## config.mk

```make
export PLATFORM = sky130hd
export DESIGN_NAME = fp16_accum_feeder_flat
export DESIGN_NICKNAME = d
export VERILOG_FILES = /design/src/rtl/fp16_accum_pkg.sv /design/src/rtl/fp16_accum_feeder_if.sv /design/src/rtl/fp16_accum_feeder.sv /design/src/flat_wrapper.sv
export SDC_FILE = /design/constraint.sdc
export NUM_CORES = 1
export LEC_CHECK = 0
export BUFFER_PORTS_ARGS = -buffer_cell sky130_fd_sc_hd__buf_2
export CAP_MARGIN = 15
export CORE_MARGIN = 8
export CORE_UTILIZATION = 50
export CTS_CLUSTER_SIZE = 10
export DETAILED_ROUTE_END_ITERATION = 8
export GPL_TIMING_DRIVEN = 0
export HOLD_SLACK_MARGIN = 0.05
export PLACE_DENSITY = 0.76
export SYNTH_ARGS = -nofsm -noshare
export SYNTH_HDL_FRONTEND = slang
export SYNTH_SLANG_ARGS = --single-unit
```

## constraint.sdc

```tcl
create_clock -name clk -period 2.6 [get_ports clk]
set_input_delay 0.13 -clock clk [delete_from_list [all_inputs] [get_ports clk]]
set_output_delay 0.13 -clock clk [all_outputs]
set_load 0.01 [all_outputs]
```

## src/rtl/fp16_accum_pkg.sv

```systemverilog
// rtl/fp16_accum_pkg.sv - shared types and constants for the fp16 accumulator feeder
package fp16_accum_pkg;

    typedef logic [15:0] fp16_t;

    localparam fp16_t FP16_ZERO = 16'h0000;
    localparam fp16_t FP16_QNAN = 16'h7E00;

    typedef enum logic [2:0] {
        ST_IDLE,
        ST_FLUSH,
        ST_FLUSH_WAIT,
        ST_READ,
        ST_SEND,
        ST_GAP,
        ST_WAIT_RES,
        ST_DONE
    } feeder_state_t;

endpackage

```

## src/rtl/fp16_accum_feeder_if.sv

```systemverilog
// rtl/fp16_accum_feeder_if.sv - control, BRAM, stream and result signals of the feeder
interface fp16_accum_feeder_if #(
    parameter int ADDR_W = 10,
    parameter int LEN_W  = 10
);
    import fp16_accum_pkg::*;

    logic              start;
    logic              flush_en;
    logic [ADDR_W-1:0] base_addr;
    logic [LEN_W-1:0]  length;
    logic              busy;
    logic              done;
    logic              timeout;
    fp16_t             result;
    logic              mem_rd;
    logic [ADDR_W-1:0] mem_addr;
    fp16_t             mem_rdata;
    logic              m_axis_tvalid;
    fp16_t             m_axis_tdata;
    logic              m_axis_tlast;
    logic              s_result_tvalid;
    fp16_t             s_result_tdata;
    logic              s_result_tlast;

    // feeder side
    modport master (
        input  start, flush_en, base_addr, length, mem_rdata,
               s_result_tvalid, s_result_tdata, s_result_tlast,
        output busy, done, timeout, result, mem_rd, mem_addr,
               m_axis_tvalid, m_axis_tdata, m_axis_tlast
    );

    // environment side (host, BRAM, accumulator IP)
    modport slave (
        output start, flush_en, base_addr, length, mem_rdata,
               s_result_tvalid, s_result_tdata, s_result_tlast,
        input  busy, done, timeout, result, mem_rd, mem_addr,
               m_axis_tvalid, m_axis_tdata, m_axis_tlast
    );

endinterface

```

## src/rtl/fp16_accum_feeder.sv

```systemverilog
// rtl/fp16_accum_feeder.sv - streams a BRAM vector into a tready-less fp16 accumulator and returns its sum
module fp16_accum_feeder
    import fp16_accum_pkg::*;
#(
    parameter int ADDR_W     = 10,
    parameter int LEN_W      = 10,
    parameter int GAP_CYCLES = 1,
    parameter int TIMEOUT    = 1023
) (
    input logic                    clk,
    input logic                    reset,
    fp16_accum_feeder_if.master    bus
);

    // one down-counter is shared by beat pacing and the result timeout
    localparam int CNT_MAX = (TIMEOUT > GAP_CYCLES) ? TIMEOUT : GAP_CYCLES;
    localparam int CNT_W   = $clog2(CNT_MAX + 1);
    localparam logic [CNT_W-1:0] CNT_ONE = 1;
    localparam logic [LEN_W-1:0] IDX_ONE = 1;

    feeder_state_t      state;
    logic [ADDR_W-1:0]  base_q;
    logic [LEN_W-1:0]   len_q;
    logic [LEN_W-1:0]   idx;
    logic [CNT_W-1:0]   cnt;
    fp16_t              result_q;
    logic               busy_q;
    logic               done_q;
    logic               timeout_q;
    logic               rd_q;
    logic [ADDR_W-1:0]  addr_q;
    logic               tvalid_q;
    logic               tlast_q;
    logic               res_last;

    // only tlast-tagged results are final sums; partial sums never matter
    assign res_last = bus.s_result_tvalid & bus.s_result_tlast;

    assign bus.busy          = busy_q;
    assign bus.done          = done_q;
    assign bus.timeout       = timeout_q;
    assign bus.result        = result_q;
    assign bus.mem_rd        = rd_q;
    assign bus.mem_addr      = addr_q;
    assign bus.m_axis_tvalid = tvalid_q;
    assign bus.m_axis_tlast  = tlast_q;
    // BRAM data arrives in the SEND cycle, so it is forwarded rather than registered
    assign bus.m_axis_tdata  = (state == ST_SEND) ? bus.mem_rdata : FP16_ZERO;

    // job sequencer: read/send/gap per element, then wait for the final sum
    always_ff @(posedge clk) begin
        if (reset) begin
            state     <= ST_IDLE;
            base_q    <= '0;
            len_q     <= '0;
            idx       <= '0;
            cnt       <= '0;
            result_q  <= FP16_ZERO;
            busy_q    <= 1'b0;
            done_q    <= 1'b0;
            timeout_q <= 1'b0;
            rd_q      <= 1'b0;
            addr_q    <= '0;
            tvalid_q  <= 1'b0;
            tlast_q   <= 1'b0;
        end else begin
            rd_q     <= 1'b0;
            addr_q   <= '0;
            tvalid_q <= 1'b0;
            tlast_q  <= 1'b0;
            done_q   <= 1'b0;
            case (state)
                ST_IDLE: begin
                    if (bus.start) begin
                        base_q    <= bus.base_addr;
                        len_q     <= bus.length;
                        idx       <= '0;
                        timeout_q <= 1'b0;
                        busy_q    <= 1'b1;
                        if (bus.flush_en) begin
                            state    <= ST_FLUSH;
                            tvalid_q <= 1'b1;
                            tlast_q  <= 1'b1;
                        end else if (bus.length == '0) begin
                            state    <= ST_DONE;
                            done_q   <= 1'b1;
                            result_q <= FP16_ZERO;
                        end else begin
                            state  <= ST_READ;
                            rd_q   <= 1'b1;
                            addr_q <= bus.base_addr;
                        end
                    end
                end
                ST_FLUSH: begin
                    state <= ST_FLUSH_WAIT;
                    cnt   <= CNT_W'(TIMEOUT - 1);
                end
                ST_FLUSH_WAIT: begin
                    // the flushed stale sum is consumed here and thrown away
                    if (res_last) begin
                        if (len_q == '0) begin
                            state    <= ST_DONE;
                            done_q   <= 1'b1;
                            result_q <= FP16_ZERO;
                        end else begin
                            state  <= ST_READ;
                            rd_q   <= 1'b1;
                            addr_q <= base_q;
                        end
                    end else if (cnt == '0) begin
                        state     <= ST_DONE;
                        done_q    <= 1'b1;
                        timeout_q <= 1'b1;
                        result_q  <= FP16_QNAN;
                    end else begin
                        cnt <= cnt - CNT_ONE;
                    end
                end
                ST_READ: begin
                    state    <= ST_SEND;
                    tvalid_q <= 1'b1;
                    tlast_q  <= (idx == len_q - IDX_ONE);
                end
                ST_SEND: begin
                    if (tlast_q) begin
                        state <= ST_WAIT_RES;
                        cnt   <= CNT_W'(TIMEOUT - 1);
                    end else begin
                        idx <= idx + IDX_ONE;
                        if (GAP_CYCLES > 0) begin
                            state <= ST_GAP;
                            cnt   <= CNT_W'(GAP_CYCLES - 1);
                        end else begin
                            state  <= ST_READ;
                            rd_q   <= 1'b1;
                            addr_q <= base_q + ADDR_W'(idx + IDX_ONE);
                        end
                    end
                end
                ST_GAP: begin
                    if (cnt == '0) begin
                        state  <= ST_READ;
                        rd_q   <= 1'b1;
                        addr_q <= base_q + ADDR_W'(idx);
                    end else begin
                        cnt <= cnt - CNT_ONE;
                    end
                end
                ST_WAIT_RES: begin
                    if (res_last) begin
                        state    <= ST_DONE;
                        done_q   <= 1'b1;
                        result_q <= bus.s_result_tdata;
                    end else if (cnt == '0) begin
                        state     <= ST_DONE;
                        done_q    <= 1'b1;
                        timeout_q <= 1'b1;
                        result_q  <= FP16_QNAN;
                    end else begin
                        cnt <= cnt - CNT_ONE;
                    end
                end
                ST_DONE: begin
                    state  <= ST_IDLE;
                    busy_q <= 1'b0;
                end
                default: state <= ST_IDLE;
            endcase
        end
    end

endmodule

```

## src/flat_wrapper.sv

```systemverilog
// flat-port wrapper written by rule: the top's interface ports become plain ports
module fp16_accum_feeder_flat import fp16_accum_pkg::*;
#(
    parameter int ADDR_W     = 10,
    parameter int LEN_W      = 10,
    parameter int GAP_CYCLES = 1,
    parameter int TIMEOUT    = 1023
)
  (clk, reset, bus_start, bus_flush_en, bus_base_addr, bus_length, bus_mem_rdata, bus_s_result_tvalid, bus_s_result_tdata, bus_s_result_tlast, bus_busy, bus_done, bus_timeout, bus_result, bus_mem_rd, bus_mem_addr, bus_m_axis_tvalid, bus_m_axis_tdata, bus_m_axis_tlast);
  fp16_accum_feeder_if #(.ADDR_W(ADDR_W), .LEN_W(LEN_W)) bus_i ();
  input logic clk;
  input logic reset;
  input wire logic [$bits(bus_i.start)-1:0] bus_start;
  input wire logic [$bits(bus_i.flush_en)-1:0] bus_flush_en;
  input wire logic [$bits(bus_i.base_addr)-1:0] bus_base_addr;
  input wire logic [$bits(bus_i.length)-1:0] bus_length;
  input wire logic [$bits(bus_i.mem_rdata)-1:0] bus_mem_rdata;
  input wire logic [$bits(bus_i.s_result_tvalid)-1:0] bus_s_result_tvalid;
  input wire logic [$bits(bus_i.s_result_tdata)-1:0] bus_s_result_tdata;
  input wire logic [$bits(bus_i.s_result_tlast)-1:0] bus_s_result_tlast;
  output wire logic [$bits(bus_i.busy)-1:0] bus_busy;
  output wire logic [$bits(bus_i.done)-1:0] bus_done;
  output wire logic [$bits(bus_i.timeout)-1:0] bus_timeout;
  output wire logic [$bits(bus_i.result)-1:0] bus_result;
  output wire logic [$bits(bus_i.mem_rd)-1:0] bus_mem_rd;
  output wire logic [$bits(bus_i.mem_addr)-1:0] bus_mem_addr;
  output wire logic [$bits(bus_i.m_axis_tvalid)-1:0] bus_m_axis_tvalid;
  output wire logic [$bits(bus_i.m_axis_tdata)-1:0] bus_m_axis_tdata;
  output wire logic [$bits(bus_i.m_axis_tlast)-1:0] bus_m_axis_tlast;
  assign bus_i.start = bus_start;
  assign bus_i.flush_en = bus_flush_en;
  assign bus_i.base_addr = bus_base_addr;
  assign bus_i.length = bus_length;
  assign bus_i.mem_rdata = bus_mem_rdata;
  assign bus_i.s_result_tvalid = bus_s_result_tvalid;
  assign bus_i.s_result_tdata = bus_s_result_tdata;
  assign bus_i.s_result_tlast = bus_s_result_tlast;
  assign bus_busy = bus_i.busy;
  assign bus_done = bus_i.done;
  assign bus_timeout = bus_i.timeout;
  assign bus_result = bus_i.result;
  assign bus_mem_rd = bus_i.mem_rd;
  assign bus_mem_addr = bus_i.mem_addr;
  assign bus_m_axis_tvalid = bus_i.m_axis_tvalid;
  assign bus_m_axis_tdata = bus_i.m_axis_tdata;
  assign bus_m_axis_tlast = bus_i.m_axis_tlast;
  fp16_accum_feeder #(.ADDR_W(ADDR_W), .LEN_W(LEN_W), .GAP_CYCLES(GAP_CYCLES), .TIMEOUT(TIMEOUT)) u_core (.clk(clk), .reset(reset), .bus(bus_i));
endmodule
```

==> results.toml, run 1 <==
[synth]
synth.largest_area_cell = "dfxtp_1"
synth_area_leaders = "dfxtp_1 36%, a21oi_1 6.4%, nand2_1 5.5%"
synth_fa_ha_area_share_pct = 4.68
yosys.area.top_type_share_pct = 36.0
ys_warn_count = 0
synth_top_family_by_area = "simple AND/OR/NAND/NOR gates"
synth-main-ff-cell = "dfxtp_1"
synthDistinctLibCells = 59
yosys.area_share.simple_pct = 27.7
netlist_instances = 505
yosys.area_share.xor_xnor_pct = 5.26
yosys_register_bits = 75
synthesis.area_mm2 = 0.00417
yosysSeqAreaShare_pct = 36.0
synth_edf_count = 0
syn_avg_cell_area_um2 = 8.25
async_flop_share_pct = 0
muxShareOfSynthArea_pct = 0.721
synth-compound-area-share_pct = 21.6
synth_fp_nets = 578

[critical_path]
critPathTopFamily = "compound AO/OA/AOI/OAI gates"
r2r-start = "u_core.idx[0]$_SDFFE_PP0P_"
worst_setup_path_start_kind = "flip-flop"
worstSetupPathType = "reg -> reg"
path_max_fanout = 6
worstSetupStartpoint = "u_core.idx[0]$_SDFFE_PP0P_"
crit_buf_inv = 0
required_ns = 2.83
critical_path.cell_chain = "ha_1 > fa_1 > a21oi_1 > o21ai_0 > a2111oi_0 > or4_1 > o211ai_1"
cp.arrival_ns = 2.63
cpPeakStageDelay_ns = 0.51
slowest_stage = "a2111oi_0"
worstSetupEndpointType = "flip-flop"

[sta]
fin_crit_sh_pct = 92.5
finalCriticalPeriod_ns = 2.41
max_freq_mhz = 416
tightest_slew_ns = 1.08
rsz0062_at_grt = "no"
slew-limit-headroom_pct = 27.2
hold_viol = 0
maxSlewViolCount = 0
tns_ns = 0
skew_ns = 0.00896
setup_violations = 0
layout_setup_ws_ns = 0.194

[power]
swShare_pct = 43.2
power.total_uw = 4840
share_comb_of_total_power_pct = 49.7
p_leak_uw = 0.00221
power_density_mw_per_mm2 = 913
seqPwrFrac_pct = 31.7
p_int_uw = 2750
max-vdd-ir-drop_mv = 0.413
power.switching_uw = 2090
power_frac_clock_pct = 18.6

[die]
die_width_um = 107
dieArea_mm2 = 0.0115
dieHeight_um = 107
initial_core_util_pct = 51.2
core-area_mm2 = 0.00813
io_pins = 106
num_rows = 33

[layout]
fill_cells = 683
drive_gt1_share_pct = 22.4
stdcell_count = 757
area_delta_synth_final_pct = 27.3
fin_nets = 721
antenna_cells = 0

[run_status]
outcome = "finished, final reports clean"

[global_route]
grt_antenna_before_repair = 0
grt_max_degree = 13
grt_pass1_wl_um = 20000
grt_usage_pct = 21.2
grt_pass1_vias = 4146
grt-ovfl-total = 0

[placement]
place_congestion = 0.904
io_buffers = 103
dp_hpwl_um = 9020
place_inst = 713
dp_slack_ns = 0.208

[clocking]
clkTransAtPathRegs_ns = 0.08
cts_tree = "yes"
cts_buffer_depth = 2
root_buffer = "clkbuf_8"
clk-insertion-delay-late_ns = 0.35
numCtsBuffers = 9
cts-htree-levels = 3
cts.sinks = 75

[route]
wl_met3_um = 765
drc = 0
num_vias = 4342
first_pass_iters = 5
route.met2.wl_um = 6140
drt_iter0_drc = 231
vias_per_cell = 5.74
met1_length_um = 5450
wire_per_inst_um = 16.5
wl_um = 12500
top_layer_used = "met4"
ant_nets = 0

[run]
max_cap_violations = 0

[hold_path]
hp-start = "bus_s_result_tdata[14]"
hold_class = "in -> reg"
==> through the flow <==
stage	area (µm²)	hold WS [ns]	utilization, %
2_1_floorplan	4170	0.263	-
3_3_place_gp	4810	0.356	59.2
6_report	5310	0.0558	65.2
5_1_grt	5310	0.0561	65.2
4_1_cts	5300	0.0513	65.1
3_5_place_dp	4810	0.354	59.2
==> worst paths after layout <==
check                                       end  slack, ns  depth (start not counted)
max           u_core.bus.mem_addr[8]$_SDFF_PP0_       0.19                          7
min reg2reg   u_core.bus.result[3]$_SDFFE_PP0P_       0.47                          1
max reg2reg   u_core.bus.mem_addr[8]$_SDFF_PP0_       0.19                          7
min          u_core.bus.result[14]$_SDFFE_PP0P_       0.06                          3
==> area by class of cell <==
type / count / area, µm² / share of cell area, %
Multi-Input combinational cell: 390 / 2510 / 47.3
Sequential cell: 75 / 1500 / 28.3
Timing Repair Buffer: 132 / 806 / 15.2
Clock buffer: 11 / 141 / 2.67
Tap cell: 105 / 131 / 2.48
Buffer: 29 / 125 / 2.36
Clock inverter: 4 / 51.3 / 0.967
Inverter: 11 / 41.3 / 0.778
==> timing repair <==
action,CTS,global route
buffers inserted,0,0
hold buffers,29,0
setup endpoints to repair,0,13
resized for setup,0,2
hold endpoints to repair,29,0
==> logic make-up (layout without fill, tap and decap cells) <==
| family | after synthesis | count (layout) |
|---|---|---|
| adder cells (fa/ha/maj) | 15 | 15 |
| XOR/XNOR | 25 | 25 |
| AND/OR/NAND/NOR | 214 | 214 |
| AO/OA/AOI/OAI | 133 | 133 |
| buffers and inverters | 40 | 187 |
| multiplexers | 3 | 3 |
| flip-flops | 75 | 75 |
==> synth_stat cells, types with 11 or more instances <==
cell type  instances
clkbuf_1          20
nor3_1            18
nand2_1           61
nor2_1            50
nand3_1           15
and2_1            20
dfxtp_1           75
xor2_1            13
a21oi_1           53
ha_1              14
xnor2_1           12
inv_1             11
o21ai_0           14
==> worst reg2reg max path: stages, from the launching register on <==
cell and delay, ns:
dfxtp_1 0.40, ha_1 0.29, fa_1 0.46, a21oi_1 0.21, o21ai_0 0.15, a2111oi_0 0.51
or4_1 0.20, o211ai_1 0.08
==> sequential cells by signal (all words and copies together), names as in the netlist <==
| name | flops |
|---|---|
| u_core.state | 3 |
| u_core.bus.done | 1 |
| u_core.idx | 10 |
| u_core.bus.m_axis_tvalid | 1 |
| u_core.bus.result | 16 |
| u_core.bus.mem_rd | 1 |
| u_core.bus.m_axis_tlast | 1 |
| u_core.bus.busy | 1 |
| u_core.cnt | 10 |
| u_core.base_q | 10 |
| u_core.bus.mem_addr | 10 |
| u_core.bus.timeout | 1 |
| u_core.len_q | 10 |
==> cell usage in the layout (no fill, tap or decap), drive strengths merged, types with 2 or more instances in the layout <==
cell | synthesis | final
a211oi | 10 | 10
a21o | 4 | 4
a21oi | 53 | 53
a221oi | 3 | 3
a22o | 10 | 10
a31oi | 9 | 9
a32oi | 11 | 11
and2 | 20 | 20
and3 | 3 | 3
buf | 9 | 112
clkbuf | 20 | 31
clkinv | 0 | 2
dfxtp | 75 | 75
dlygate4sd3 | 0 | 29
ha | 14 | 14
inv | 11 | 11
mux2i | 3 | 3
nand2 | 61 | 61
nand3 | 15 | 15
nand3b | 2 | 2
nand4 | 7 | 7
nand4b | 2 | 2
nor2 | 50 | 50
nor2b | 3 | 3
nor3 | 20 | 20
nor3b | 4 | 4
nor4 | 12 | 12
nor4b | 4 | 4
o211ai | 4 | 4
o21ai | 14 | 14
o22ai | 3 | 3
or2 | 3 | 3
or3 | 2 | 2
or4 | 3 | 3
xnor2 | 12 | 12
xor2 | 13 | 13
==> power by group through the flow <==
stage	Combinational (µW)	Sequential (µW)	Clock (µW)
after CTS	2370	1530	918
after detailed placement	2320	1560	0
after global routing	2650	1560	968
after global placement	2270	1540	0
final	2410	1530	903
after floorplan	1730	1550	0
==> layer usage <==
| metal | GRT usage (%) | vias up |
|---|---|---|
| met3 | 4.07 | 18 |
| met4 | 6.33 | 0 |
| met2 | 35.1 | 143 |
| met1 | 27.2 | 2065 |
| met5 | 0 | - |
| li1 | - | 2116 |
Power figures use the tool's default switching activity.
==> inputs of run 2 (changes only) <==
--- a/config.mk
+++ b/config.mk
@@ -5,15 +5,15 @@
 export SDC_FILE = /design/constraint.sdc
 export NUM_CORES = 1
 export LEC_CHECK = 0
-export BUFFER_PORTS_ARGS = -buffer_cell sky130_fd_sc_hd__buf_2
 export CAP_MARGIN = 15
 export CORE_MARGIN = 8
 export CORE_UTILIZATION = 50
 export CTS_CLUSTER_SIZE = 10
 export DETAILED_ROUTE_END_ITERATION = 8
+export DONT_BUFFER_PORTS = 1
 export GPL_TIMING_DRIVEN = 0
 export HOLD_SLACK_MARGIN = 0.05
-export PLACE_DENSITY = 0.76
+export REMOVE_ABC_BUFFERS = 1
 export SYNTH_ARGS = -nofsm -noshare
 export SYNTH_HDL_FRONTEND = slang
 export SYNTH_SLANG_ARGS = --single-unit
==> results.toml, run 2 (same netlist as run 1, synthesis figures left out) <==
[run_status]
outcome = "finished, final reports clean"

[global_route]
grt_antenna_before_repair = 0
grt-ovfl-total = 0
grt_usage_pct = 19.8
grt_max_degree = 47
grt_pass1_wl_um = 18500
grt_pass1_vias = 3666

[sta]
layout_setup_ws_ns = 0.160
maxSlewViolCount = 0
finalCriticalPeriod_ns = 2.44
rsz0062_at_grt = "no"
max_freq_mhz = 410
tns_ns = 0
tightest_slew_ns = 1.21
slew-limit-headroom_pct = 18.9
hold_viol = 0
fin_crit_sh_pct = 93.9
setup_violations = 0
skew_ns = 0.0112

[critical_path]
cpPeakStageDelay_ns = 0.81
critPathTopFamily = "simple AND/OR/NAND/NOR gates"
required_ns = 2.86
worst_setup_path_start_kind = "flip-flop"
crit_buf_inv = 0
path_max_fanout = 20
worstSetupEndpointType = "flip-flop"
r2r_setup_slack_ns = 0.16
reg2reg_to = "u_core.bus.mem_addr[8]$_SDFF_PP0_"
slowest_stage = "dfxtp_1"
cp.arrival_ns = 2.70
critical_path.cell_chain = "and3b_1 > nand4_1 > or2_1 > or4_1 > o211ai_1"
r2r-start = "u_core.state[2]$_SDFFE_PP0P_"
worstSetupPathType = "reg -> reg"
reg2reg_depth = 5

[hold_path]
hp-start = "bus_base_addr[9]"
whs_path_depth = 2
hold_class = "in -> reg"
worstHoldEndpoint = "u_core.bus.mem_addr[9]$_SDFF_PP0_"

[placement]
dp_hpwl_um = 8030
place_congestion = 0.804
dp_slack_ns = 0.0924
io_buffers = 0

[die]
die_width_um = 107
core-area_mm2 = 0.00813
num_rows = 33
dieArea_mm2 = 0.0115
io_pins = 106
initial_core_util_pct = 51.2
dieHeight_um = 107

[clocking]
cts.sinks = 75
numCtsBuffers = 9
clkTransAtPathRegs_ns = 0.08
cts_buffer_depth = 2
cts_tree = "yes"
cts-htree-levels = 3
clk-insertion-delay-late_ns = 0.35
root_buffer = "clkbuf_8"

[layout]
area_delta_synth_final_pct = 16.6
layout_common_cells = "74 x dfxtp_1, 61 x nand2_1, 52 x a21oi_1, 50 x nor2_1, 38 x dlygate4sd3_1"
fin_nets = 603
final_common_cell = "dfxtp_1"
antenna_cells = 0
largest_reg_flops = 16
drive_gt1_share_pct = 8.04

[route]
num_vias = 3804
first_pass_iters = 4
drt_iter0_drc = 229
wl_um = 11400
wire_per_inst_um = 17.8
drc = 0
vias_per_cell = 5.94
ant_nets = 0

[power]
max-vdd-ir-drop_mv = 0.343
power.total_uw = 4740
p_leak_uw = 0.00176
power_density_mw_per_mm2 = 975

[run]
max_cap_violations = 0
[run 2: cell count changes in the layout (fill, tap and decap cells not counted), moves of 2 or more]
cell | previous run | this run
buf_2 | 110 | 1
clkbuf_1 | 21 | 1
dlygate4sd3_1 | 29 | 38
buf_12 | 0 | 2
inv_6 | 0 | 2
nor3_1 | 18 | 16
[run 2: through the flow]
stage,utilization (%),instance area [µm²],std cells,hold slack (ns)
floorplan,-,4040,476,0.199
CTS,59.3,4820,639,0.0626
global route,59.7,4860,640,0.0722
global placement,51.3,4170,581,0.206
finish,59.7,4860,640,0.0596
detailed placement,51.7,4200,584,0.208
[run 2: worst max-delay path by stage]
stage	startpoint	endpoint	slack [ns]	cells past startpoint
after global placement	u_core.state[2]$_SDFFE_PP0P_	u_core.idx[8]$_SDFFE_PP0P_	-0.40	4
after CTS	u_core.state[1]$_SDFFE_PP0P_	u_core.bus.result[0]$_SDFFE_PP0P_	0.05	4
after global routing	u_core.state[2]$_SDFFE_PP0P_	u_core.bus.mem_addr[8]$_SDFF_PP0_	0.04	5
after detailed placement	u_core.state[1]$_SDFFE_PP0P_	u_core.bus.result[0]$_SDFFE_PP0P_	0.09	4
final	u_core.state[2]$_SDFFE_PP0P_	u_core.bus.mem_addr[8]$_SDFF_PP0_	0.16	5
after floorplan	u_core.state[2]$_SDFFE_PP0P_	u_core.idx[8]$_SDFFE_PP0P_	0.30	4
[run 2: layout make-up]
type,instances,area [µm²]
Clock buffer,12,155
Clock inverter,4,56.3
Fill cell,753,3280
Inverter,11,41.3
Multi-Input combinational cell,390,2520
Sequential cell,75,1500
Tap cell,105,131
Timing Repair Buffer,43,452
[run 2: timing repair]
| action | CTS | global route |
|---|---|---|
| setup buffers | 0 | 1 |
| endpoints found under the hold margin | 65 | 0 |
| pin swaps | 0 | 1 |
| endpoints found under the setup margin | 16 | 33 |
| gates resized for setup | 1 | 5 |
| hold buffers | 39 | 0 |
[run 2: metal layers]
layer	vias to the layer above	wire, µm	global-route usage, %
li1	1884	-	-
met5	-	0	0
met3	16	851	4.55
met2	118	5700	33.7
met4	0	172	8.54
met1	1786	4700	23.4
[run 2: power breakdown]
group | leakage [µW] | total (µW) | internal, µW | switching (µW)
logic | 0.00104 | 2070 | 848 | 1230
registers | 0.000611 | 1710 | 1350 | 359
clock network | 0.000108 | 950 | 505 | 445
total | 0.00176 | 4740 | 2710 | 2030
